--- src/rtl/parking_gate_controller.sv ---
// parking_gate_controller: entrance gate FSM with PIN check, lockout, tailgate block, timeout and occupancy
module parking_gate_controller #(
  parameter int CODE_W = 16,
  parameter logic [CODE_W-1:0] PASSWORD = 16'h5990,
  parameter int MAX_TRIES = 3,
  parameter int TIMEOUT = 64,
  parameter int CAPACITY = 8
) (
  input  logic                                 clk,
  input  logic                                 rst,
  input  logic                                 vehicle_arrival,
  input  logic                                 vehicle_left,
  input  logic                                 vehicle_exit,
  input  logic [CODE_W-1:0]                    code,
  input  logic                                 code_ack,
  output logic                                 gate_open,
  output logic                                 gate_closed,
  output logic                                 wrong_pin_alarm,
  output logic                                 block_alarm,
  output logic                                 full,
  output logic [$clog2(CAPACITY+1)-1:0]        occupancy,
  output logic [$clog2(MAX_TRIES+1)-1:0]       tries
);
  localparam int OCC_W = $clog2(CAPACITY+1);
  localparam int TRY_W = $clog2(MAX_TRIES+1);
  localparam int TMR_W = $clog2(TIMEOUT);
  localparam logic [OCC_W-1:0] CAP = OCC_W'(CAPACITY);
  localparam logic [TRY_W-1:0] TRY_MAX = TRY_W'(MAX_TRIES);
  localparam logic [TMR_W-1:0] TMR_LAST = TMR_W'(TIMEOUT-1);
  typedef enum logic [2:0] {IDLE, WAIT_CODE, OPEN, LOCKOUT, BLOCK} state_t;
  state_t state, state_n;
  logic [TMR_W-1:0] timer, timer_n;
  logic [TRY_W-1:0] tries_n;
  logic [OCC_W-1:0] occ_n;
  logic good, bad, inc;
  assign gate_closed = ~gate_open;
  assign full = occupancy == CAP;
  always_comb begin
    good = code_ack && code == PASSWORD;
    bad = code_ack && code != PASSWORD;
    state_n = state;
    timer_n = '0;
    tries_n = tries;
    case (state)
      IDLE: state_n = vehicle_arrival && !full ? WAIT_CODE : IDLE;
      WAIT_CODE:
        if (!vehicle_arrival) state_n = IDLE;
        else if (good) begin
          state_n = OPEN;
          tries_n = '0;
        end else if (bad) begin
          tries_n = tries + 1'b1;
          state_n = tries_n == TRY_MAX ? LOCKOUT : WAIT_CODE;
        end else if (timer == TMR_LAST) state_n = IDLE;
        else timer_n = timer + 1'b1;
      OPEN: state_n = vehicle_left ? (vehicle_arrival ? BLOCK : IDLE) : OPEN;
      LOCKOUT, BLOCK:
        if (good) begin
          state_n = OPEN;
          tries_n = '0;
        end
      default: state_n = IDLE;
    endcase
    inc = state == OPEN && vehicle_left;
    occ_n = (inc && !vehicle_exit && occupancy != CAP) ? occupancy + 1'b1 :
            (!inc && vehicle_exit && occupancy != '0) ? occupancy - 1'b1 : occupancy;
  end
  always_ff @(posedge clk) begin
    if (rst) begin
      state <= IDLE;
      timer <= '0;
      tries <= '0;
      occupancy <= '0;
      gate_open <= 1'b0;
      wrong_pin_alarm <= 1'b0;
      block_alarm <= 1'b0;
    end else begin
      state <= state_n;
      timer <= timer_n;
      tries <= tries_n;
      occupancy <= occ_n;
      gate_open <= state_n == OPEN;
      wrong_pin_alarm <= state_n == LOCKOUT;
      block_alarm <= state_n == BLOCK;
    end
  end
endmodule

--- config.mk ---
export PLATFORM = sky130hd
export DESIGN_NAME = parking_gate_controller
export DESIGN_NICKNAME = d
export VERILOG_FILES = /design/src/rtl/parking_gate_controller.sv
export SDC_FILE = /design/constraint.sdc
export NUM_CORES = 1
export LEC_CHECK = 0
export ABC_AREA = 0
export CAP_MARGIN = 15
export CORE_UTILIZATION = 38
export DETAILED_ROUTE_END_ITERATION = 10
export HOLD_SLACK_MARGIN = 0.02
export PLACE_DENSITY_LB_ADDON = 0.25
export SLEW_MARGIN = 20
export SYNTH_ARGS = -nofsm -noshare
export SYNTH_HDL_FRONTEND = slang
export SYNTH_SLANG_ARGS = --single-unit
--- constraint.sdc ---
create_clock -name clk -period 4.3 [get_ports clk]
set_clock_uncertainty 0.05 [all_clocks]
set_input_delay 0.86 -clock clk [delete_from_list [all_inputs] [get_ports clk]]
set_output_delay 0.86 -clock clk [all_outputs]
set_load 0.02 [all_outputs]
==> key figures, run 1 <==
Critical path
  – CP peak stage delay: 0.73 ns
  – Worst Setup Path Type: register to output pin
  – Worst Path Required: 3.39 ns
  – Flop2flop setup slack: 1.83 ns
  – Crit. End Element: output pin
  – CP Cell Sequence: nor4b_1 -> clkdlybuf4s50_1
  – Startpoint Class: register
  – Critical-path top delay cell: clkdlybuf4s50_1
  – Worst path buffer plus inverter count: 1
  – Crit path max fanout: 7
  – Cell family with most CP delay: buffers and inverters
  – CP Data Arrival Time: 2.04 ns

Timing
  – Hold_ws: 0.393 ns
  – Unrepaired setup endpoints after global routing: no
  – Fin crit period: 2.95 ns
  – Max Clock Freq: 339 MHz
  – Max-slew violation count: 0
  – Period utilization: 68.5%
  – Worst-Margin Slew: 0.627 ns
  – Setup TNS: 0 ns
  – Final hold violation count: 0
  – Slew Limit Headroom: 57.6%
  – Endpoints failing setup: 0
  – Final worst slack: 1.35 ns

Cells and area
  – Antenna cell count: 0
  – Storage cell area: 360 sq um
  – Share of cells above drive strength 1: 7.46%
  – Nets: 162
  – Commonest non-fill, non-tap cell in the layout: clkdlybuf4s50_1
  – P&R area growth vs syn: 38.6%
  – Area of the multi-input gates: 554 sq um
  – Post-route cell area: 0.00133 sq mm
  – Most frequent cells in the layout: clkdlybuf4s50_1, dfxtp_1, nor2_1
  – Layout fillers: 219

Floorplan
  – Die X: 52.2 microns
  – Die height: 52.2 microns
  – CORE AREA: 0.00230 sq mm
  – Initial core utilization: 41.6%
  – DIE AREA: 0.00272 sq mm
  – Row count: 17
  – IO Count: 33

Synth
  – Synth cell types: 39
  – Main area contributors after synthesis: dfxtp_1, nor2_1, ha_1, xnor2_1, nand4bb_4
  – Syn avg cell area: 9.37 sq um
  – Post-synth top area cell: dfxtp_1
  – Synth Register Bits: 18
  – Synth Instances: 102
  – Yosys warning total: 0
  – Post-Syn Area: 956 sq um
  – Synthesized Nets: 129
  – Sequential area share after synthesis: 37.7%
  – Synth top area share: 37.7%

Power and ir drop
  – IR drop worst, VDD: 0.340 mV
  – Lkg Pwr: 0.490 nW
  – PD cells: 421 mW/mm^2
  – Total power: 0.558 mW

Route
  – Drt initial violations: 19
  – DR vias: 851
  – # DRC: 0
  – WL final: 2.06 mm
  – Drt pass-1 iters: 4
  – DR vias/cell: 5.25
  – DR WL/cell: 12.7 microns
  – Antenna-violating nets left: 0

Global routing
  – First-pass GRT wire length: 3.39 mm
  – Global-route usage over all layers: 17.2%
  – Vias in the first global route: 777
  – Remaining Overflow, GRT: 0
  – Antenna violations before repair: 0
  – Largest net degree at the start of global routing: 12

Worst hold path
  – Hold Path Class: register to register

Clocking
  – Post-CTS Setup Bufs: 0
  – H-tree levels: 1
  – Clk sinks: 18
  – Root Buffer: clkbuf_4
  – Quantity of gates resized following cts: 0
  – Hold buffers post-CTS: 0
  – Worst-path clk slew: 0.10 ns
  – Maximum buffer depth of the clock tree: 2
  – CTS buffer count: 3
  – Clk_lat worst skew: 0.30 ns
  – CTS tree: yes

Place
  – Post-DP Area: 0.00129 sq mm
  – Number of buffers added on ports: 32
  – RD Place Congestion: 0.784
  – Pre-CTS setup slack: 1.11 ns
  – HPWL Detailed: 1.63 mm

Job
  – Number of max-cap violations: 0

Outcome
  – Status: finished, final reports clean
cell usage after synthesis (all sizes together):
| library cell | count |
|---|---|
| mux4 | 1 |
| nor3 | 3 |
| nor2 | 17 |
| nor3b | 3 |
| a31o | 1 |
| nor4bb | 2 |
| a22oi | 1 |
| inv | 5 |
| nor4b | 3 |
| ha | 4 |
| nand2b | 2 |
| a32o | 1 |
| nand3b | 1 |
| and3 | 1 |
| buf | 1 |
| a31oi | 2 |
| nand3 | 4 |
| or4b | 1 |
| nand2 | 5 |
| dfxtp | 18 |
| o22ai | 1 |
| and4 | 1 |
| o21ai | 2 |
| a21o | 1 |
| a211oi | 1 |
| nand4bb | 1 |
| mux2i | 1 |
| clkbuf | 3 |
| nor4 | 1 |
| nor2b | 1 |
| xor2 | 2 |
| xnor2 | 4 |
| o21bai | 2 |
| or3 | 2 |
| a32oi | 1 |
| fa | 1 |
| a21oi | 1 |
power breakdown:
| part | leakage [nW] | switching [mW] | internal [mW] |
|---|---|---|---|
| sequential | 0.146 | 0.0347 | 0.186 |
| combinational | 0.323 | 0.0982 | 0.132 |
| clock | 0.0210 | 0.0556 | 0.0516 |
through the flow:
stage                     std cells  util (%)
after floorplan                 102         -
after global placement          158      56.1
after detailed placement        158      56.1
after CTS                       162      57.7
after global routing            162      57.7
final                           162      57.7
state kept, by name, indices dropped and copies added (netlist names):
register and count:
occupancy 4, timer 6, wrong_pin_alarm 1, gate_open 1, tries 2, block_alarm 1
state 3
routing by layer:
| metal | vias up | share of wire [%] | wire length (microns) | global-route usage (%) |
|---|---|---|---|---|
| met4 | 0 | 0.58 | 12 | 3.95 |
| met5 | - | 0 | 0 | 0 |
| met2 | 18 | 47 | 970 | 26.9 |
| met1 | 401 | 49 | 997 | 22.5 |
| met3 | 2 | 3.6 | 75 | 6.14 |
| li1 | 430 | - | - | - |
worst reg2reg max path: cells and delay by family (launching register included):
| kind | cells | cell delay, ns |
|---|---|---|
| flip-flops | 1 | 0.40 |
| multiplexers | 1 | 0.30 |
| AND/OR/NAND/NOR | 3 | 1.04 |
| adder cells (fa/ha/maj) | 1 | 0.26 |
| AO/OA/AOI/OAI | 2 | 0.33 |
area by class of cell:
cell class              count  share of cell area, %
multi-input cells          75                   41.8
flip-flops and latches     18                   27.2
repair buffers             32                   24.2
clock buffers               4                   2.74
well taps                  28                   2.64
inverters                   5                   1.42
kinds of logic after synthesis:
kind of cell | Yosys count | synth area share [%]
buffers and inverters | 9 | 4.32
muxes | 2 | 3.40
adders and majority gates | 5 | 7.33
and+or+nand+nor | 48 | 31.0
AOI/OAI and AO/OA | 14 | 10.7
xor gates and xnor gates | 6 | 5.50
DFF | 18 | 37.7
worst paths after layout:
| kind | from | endpoint | depth (start not counted) |
|---|---|---|---|
| min reg2reg | timer[0] | timer[0] | 1 |
| max reg2reg | occupancy[1] | occupancy[3] | 7 |
| min | timer[0] | timer[0] | 1 |
| max | occupancy[1] | full | 2 |
Note: power is estimated with default switching activity, not from simulation.
==> run 2, diff against run 1 <==
==> constraint.sdc (replaced) <==
create_clock -name clk -period 2.93 [get_ports clk]
set_clock_uncertainty 0.05 [all_clocks]
set_input_delay 0.586 -clock clk [delete_from_list [all_inputs] [get_ports clk]]
set_output_delay 0.586 -clock clk [all_outputs]
set_load 0.02 [all_outputs]
==> run 2 against run 1 <==
  * Sequential power increased by 46%
  * Critical path depth unchanged
  * Wire length rose by 3.4%
  * Clock power up 14%
  * Hold slack gained 0.0018 ns
  * Combinational power grew 47%
  * First-iteration DRC count increased by 5.3%
  * Sequential share of layout area barely moved
  * Die area unchanged
  * Power is 40% higher
  * Critical path type unchanged
  * Largest power group unchanged
==> key figures, run 2 (synthesized netlist as in run 1, its figures left out) <==
Outcome
  – Status: finished, final reports clean (unchanged)

Route
  – DR vias: 848 (was 851)
  – DR vias/cell: 5.20 (was 5.25)
  – DR WL/cell: 13.0 microns (was 12.7 microns)
  – Drt initial violations: 20 (was 19)
  – Drt pass-1 iters: 4 (unchanged)
  – WL final: 2.13 mm (was 2.06 mm)
  – # DRC: 0 (unchanged)
  – Antenna-violating nets left: 0 (unchanged)

Critical path
  – Cell family with most CP delay: buffers and inverters (unchanged)
  – Worst Setup Path Type: register to output pin (unchanged)
  – Worst path buffer plus inverter count: 1 (unchanged)
  – Worst Path Required: 2.29 ns (was 3.39 ns)
  – CP peak stage delay: 0.73 ns (about the same)
  – Startpoint Class: register (unchanged)
  – Critical-path top delay cell: clkdlybuf4s50_1 (unchanged)
  – Crit path max fanout: 7 (unchanged)
  – CP Cell Sequence: nor4b_1 -> clkdlybuf4s50_1 (unchanged)
  – CP Data Arrival Time: 2.08 ns (was 2.04 ns)
  – Worst setup path startpoint: occupancy[1] (unchanged)
  – R2r startpoint: occupancy[1] (unchanged)
  – Crit. End Element: output pin (unchanged)

Power and ir drop
  – Clock Power Share: 15.6% (was 19.2%)
  – Comb power frac: 43.1% (was 41.3%)
  – PD cells: 589 mW/mm^2 (was 421 mW/mm^2)
  – Int Power: 0.515 mW (was 0.370 mW)
  – Switching share of power: 34.1% (was 33.8%)
  – IR drop worst, VDD: 0.446 mV (was 0.340 mV)
  – Flop pwr share: 41.3% (was 39.5%)
  – Net Sw Power: 0.267 mW (was 0.188 mW)
  – Lkg Pwr: 0.492 nW (was 0.490 nW)
  – Total power: 0.781 mW (was 0.558 mW)

Cells and area
  – Antenna cell count: 0 (unchanged)
  – Most frequent cells in the layout: clkdlybuf4s50_1, dfxtp_1, nor2_1 (unchanged)
  – Max FFs per register: 6 (unchanged)
  – Commonest non-fill, non-tap cell in the layout: clkdlybuf4s50_1 (unchanged)
  – Post-route cell area: 0.00133 sq mm (about the same)
  – Share of cells above drive strength 1: 8.15% (was 7.46%)
  – Nets: 164 (was 162)
  – Layout fillers: 210 (was 219)
  – Most flop-heavy register: timer (unchanged)
  – P&R area growth vs syn: 38.7% (was 38.6%)
  – Top flop regs: timer x6, occupancy x4, state x3 (unchanged)

Clocking
  – Post-CTS Setup Bufs: 0 (unchanged)
  – Root Buffer: clkbuf_4 (unchanged)
  – CTS tree: yes (unchanged)
  – Hold buffers post-CTS: 0 (unchanged)
  – H-tree levels: 1 (unchanged)
  – Quantity of gates resized following cts: 0 (unchanged)
  – Clk sinks: 18 (unchanged)
  – CTS buffer count: 3 (unchanged)
  – Clk_lat worst skew: 0.29 ns (was 0.30 ns)
  – Maximum buffer depth of the clock tree: 2 (unchanged)
  – Worst-path clk slew: 0.10 ns (about the same)

Timing
  – Slew Limit Headroom: 53.3% (was 57.6%)
  – Endpoints failing setup: 0 (unchanged)
  – Hold_ws: 0.395 ns (was 0.393 ns)
  – Max-slew violation count: 0 (unchanged)
  – Setup TNS: 0 ns (unchanged)
  – Worst-Margin Slew: 0.691 ns (was 0.627 ns)
  – Period utilization: 92.8%
  – Final worst slack: 0.210 ns (was 1.35 ns)
  – Max Clock Freq: 368 MHz
  – Final hold violation count: 0 (unchanged)
  – Fin crit period: 2.72 ns
  – Unrepaired setup endpoints after global routing: no (unchanged)

Place
  – Post-DP Area: 0.00130 sq mm (was 0.00129 sq mm)
  – Number of buffers added on ports: 32 (unchanged)
  – Pre-CTS setup slack: 0.0264 ns (was 1.11 ns)
  – HPWL Detailed: 1.70 mm (was 1.63 mm)
  – RD Place Congestion: 0.800 (was 0.784)

Global routing
  – Largest net degree at the start of global routing: 12 (unchanged)
  – First-pass GRT wire length: 3.59 mm (was 3.39 mm)
  – Antenna violations before repair: 0 (unchanged)
  – Vias in the first global route: 853 (was 777)
  – Remaining Overflow, GRT: 0 (unchanged)
  – Global-route usage over all layers: 18.2% (was 17.2%)

Floorplan
  – DIE AREA: 0.00272 sq mm (unchanged)
  – Die height: 52.2 microns (unchanged)
  – IO Count: 33 (unchanged)
  – Die X: 52.2 microns (unchanged)
  – Initial core utilization: 41.6% (unchanged)
  – Row count: 17 (unchanged)
  – CORE AREA: 0.00230 sq mm (unchanged)

Worst hold path
  – Hold Startpoint: timer[0] (unchanged)
  – Hold Path Class: register to register (unchanged)

Job
  – Number of max-cap violations: 0 (unchanged)
==> run 2: changes by cell type in the layout (fill, tap and decap cells not counted), sizes merged <==
| cell | previous run | this run |
|---|---|---|
| buf | 0 | 2 |
| clkbuf | 4 | 3 |
==> run 2: final cells by class <==
cell class	count	area [sq um]	area share [%]
sequential	18	360	27.2
timing repair buffer	34	335	25.3
tap	28	35.0	2.64
inverter	5	18.8	1.42
clock buffer	3	22.5	1.70
multi-input combinational	75	554	41.8
==> run 2: routing by layer <==
metal  wire (microns)  global-route usage [%]  vias to the layer above
li1                 -                       -                      435
met5                0                       0                        -
met2             1010                    30.6                       29
met3              137                    7.31                        2
met1              962                    20.9                      382
met4               12                    6.14                        0
==> run 2: metrics by stage <==
step | utilization, % | cells
after floorplan | - | 102
final | 57.7 | 163
after CTS | 57.7 | 163
after detailed placement | 56.8 | 160
after global routing | 57.7 | 163
after global placement | 56.8 | 160
==> run 2: final timing paths <==
kind,endpoint,depth (start not counted),slack [ns]
hold / removal,timer[0],1,0.39
setup reg to reg,occupancy[3],7,0.43
hold reg to reg,timer[0],1,0.39
setup / recovery,full,2,0.21
==> run 2: power by group through the flow <==
stage | Combinational, mW | Clock, mW | Sequential (mW)
detailed placement | 0.339 | 0 | 0.330
global route | 0.370 | 0.141 | 0.333
global placement | 0.330 | 0 | 0.327
floorplan | 0.200 | 0 | 0.347
CTS | 0.341 | 0.125 | 0.324
finish | 0.337 | 0.122 | 0.322
==> run 3, diff against run 2 <==
--- a/config.mk
+++ b/config.mk
@@ -11,6 +11,7 @@
 export DETAILED_ROUTE_END_ITERATION = 10
 export HOLD_SLACK_MARGIN = 0.02
 export PLACE_DENSITY_LB_ADDON = 0.25
+export RECOVER_POWER = 100
 export SLEW_MARGIN = 20
 export SYNTH_ARGS = -nofsm -noshare
 export SYNTH_HDL_FRONTEND = slang
==> constraint.sdc (replaced) <==
create_clock -name clk -period 3 [get_ports clk]
set_clock_uncertainty 0.05 [all_clocks]
set_input_delay 0.6 -clock clk [delete_from_list [all_inputs] [get_ports clk]]
set_output_delay 0.6 -clock clk [all_outputs]
set_load 0.02 [all_outputs]
==> run 3 against run 2 <==
  * Register-to-register slack gained 0.09 ns
  * Critical path depth is the same
  * First-iteration DRC count shrank 65%
  * Global-route usage shrank 1.2 points
  * Die area is the same
  * Critical path type unchanged
  * Critical endpoint unchanged
==> key figures, run 3 (synthesized netlist as in run 1, its figures left out) <==
Outcome
  – Status: finished, final reports clean (unchanged)

Power and ir drop
  – PD cells: 574 mW/mm^2 (was 589 mW/mm^2)
  – IR drop worst, VDD: 0.419 mV (was 0.446 mV)
  – Total power: 0.747 mW (was 0.781 mW)
  – Lkg Pwr: 0.513 nW (was 0.492 nW)

Route
  – WL final: 2.00 mm (was 2.13 mm)
  – Drt pass-1 iters: 4 (unchanged)
  – Antenna-violating nets left: 0 (unchanged)
  – Drt initial violations: 7 (was 20)
  – DR vias/cell: 5.21 (was 5.20)
  – DR vias: 850 (was 848)
  – DR WL/cell: 12.3 microns (was 13.0 microns)
  – # DRC: 0 (unchanged)

Global routing
  – Remaining Overflow, GRT: 0 (unchanged)
  – Antenna violations before repair: 0 (unchanged)
  – Global-route usage over all layers: 17.0% (was 18.2%)
  – Largest net degree at the start of global routing: 12 (unchanged)
  – Vias in the first global route: 824 (was 853)
  – First-pass GRT wire length: 3.38 mm (was 3.59 mm)

Clocking
  – Post-CTS Setup Bufs: 0 (unchanged)
  – H-tree levels: 1 (unchanged)
  – Clk sinks: 18 (unchanged)
  – CTS buffer count: 3 (unchanged)
  – Hold buffers post-CTS: 0 (unchanged)
  – CTS tree: yes (unchanged)
  – Maximum buffer depth of the clock tree: 2 (unchanged)
  – Worst-path clk slew: 0.10 ns (about the same)
  – Root Buffer: clkbuf_4 (unchanged)
  – Clk_lat worst skew: 0.29 ns (about the same)
  – Quantity of gates resized following cts: 0 (unchanged)

Timing
  – Endpoints failing setup: 0 (unchanged)
  – Period utilization: 90.6%
  – Unrepaired setup endpoints after global routing: no (unchanged)
  – Final worst slack: 0.283 ns (was 0.210 ns)
  – Setup TNS: 0 ns (unchanged)
  – Final hold violation count: 0 (unchanged)
  – Max-slew violation count: 0 (unchanged)
  – Max Clock Freq: 368 MHz
  – Slew Limit Headroom: 57.3% (was 53.3%)
  – Worst-Margin Slew: 0.632 ns (was 0.691 ns)
  – Fin crit period: 2.72 ns

Worst hold path
  – Hold Path Class: register to register (unchanged)
  – WHS Path Cells: 1 (unchanged)
  – Hold Startpoint: timer[0] (unchanged)

Critical path
  – Worst Setup Path Type: register to output pin (unchanged)
  – Critical-path top delay cell: dlygate4sd3_1 (was clkdlybuf4s50_1)
  – CP peak stage delay: 0.76 ns (was 0.73 ns)
  – Worst R2R Path Depth: 7 (unchanged)
  – Crit. End Element: output pin (unchanged)
  – Worst Path Required: 2.35 ns (was 2.29 ns)
  – CP Cell Sequence: nor4b_1 -> dlygate4sd3_1 (was nor4b_1 -> clkdlybuf4s50_1)
  – Startpoint Class: register (unchanged)
  – Crit path max fanout: 7 (unchanged)
  – R2r startpoint: occupancy[1] (unchanged)
  – Worst setup path startpoint: occupancy[1] (unchanged)
  – CP Data Arrival Time: 2.07 ns (was 2.08 ns)

Floorplan
  – DIE AREA: 0.00272 sq mm (unchanged)
  – Initial core utilization: 41.6% (unchanged)
  – Die X: 52.2 microns (unchanged)
  – IO Count: 33 (unchanged)
  – Die height: 52.2 microns (unchanged)
  – Row count: 17 (unchanged)
  – CORE AREA: 0.00230 sq mm (unchanged)

Place
  – RD Place Congestion: 0.736 (was 0.800)
  – Number of buffers added on ports: 32 (unchanged)
  – Pre-CTS setup slack: 0.138 ns (was 0.0264 ns)
  – HPWL Detailed: 1.62 mm (was 1.70 mm)

Cells and area
  – P&R area growth vs syn: 36.1% (was 38.7%)
  – Most flop-heavy register: timer (unchanged)
  – Antenna cell count: 0 (unchanged)
  – Top flop regs: timer x6, occupancy x4, state x3 (unchanged)
  – Share of cells above drive strength 1: 6.67% (was 8.15%)
  – Most frequent cells in the layout: dfxtp_1, clkdlybuf4s50_1, nor2_1 (was clkdlybuf4s50_1, dfxtp_1, nor2_1)
  – Area of the multi-input gates: 533 sq um (was 554 sq um)
  – Layout fillers: 225 (was 210)
  – Storage cell area: 360 sq um (unchanged)
  – Max FFs per register: 6 (unchanged)
  – Fin util: 56.6% (was 57.7%)
  – Nets: 164 (unchanged)

Job
  – Number of max-cap violations: 0 (unchanged)
## run 3: worst paths after layout
path         slack, ns            to
max               0.28          full
min               0.40      timer[0]
max reg2reg       0.52  occupancy[3]
min reg2reg       0.40      timer[0]
## run 3: layer usage
layer	part of all wire [%]	up-vias	track usage, %
li1	-	436	-
met1	47	386	20.2
met2	46	24	28.8
met3	5.4	4	6.43
met4	1.1	0	3.95
met5	0	-	0
## run 3: where the power goes
| group | switching [mW] | internal [mW] |
|---|---|---|
| registers | 0.0476 | 0.266 |
| logic | 0.139 | 0.175 |
| clock network | 0.0725 | 0.0467 |
| total | 0.259 | 0.488 |
## run 3: layout make-up
cell class | count | area share, %
multi-input cells | 75 | 41.0
flip-flops and latches | 18 | 27.7
repair buffers | 34 | 25.5
clock buffers | 3 | 1.73
inverters | 5 | 1.44
well taps | 28 | 2.69
## run 3: critical path: cells and delay by family, from the launching register on
kind | cells | cell delay [ns]
simple gates | 1 | 0.62
flops | 1 | 0.40
buf+inv | 1 | 0.76
## run 3: stage by stage
step | area, sq um | instances | hold WS, ns
2_1_floorplan | 956 | 102 | 0.363
3_3_place_gp | 1300 | 160 | 0.377
3_5_place_dp | 1300 | 160 | 0.386
4_1_cts | 1330 | 163 | 0.404
5_1_grt | 1300 | 163 | 0.431
6_report | 1300 | 163 | 0.401
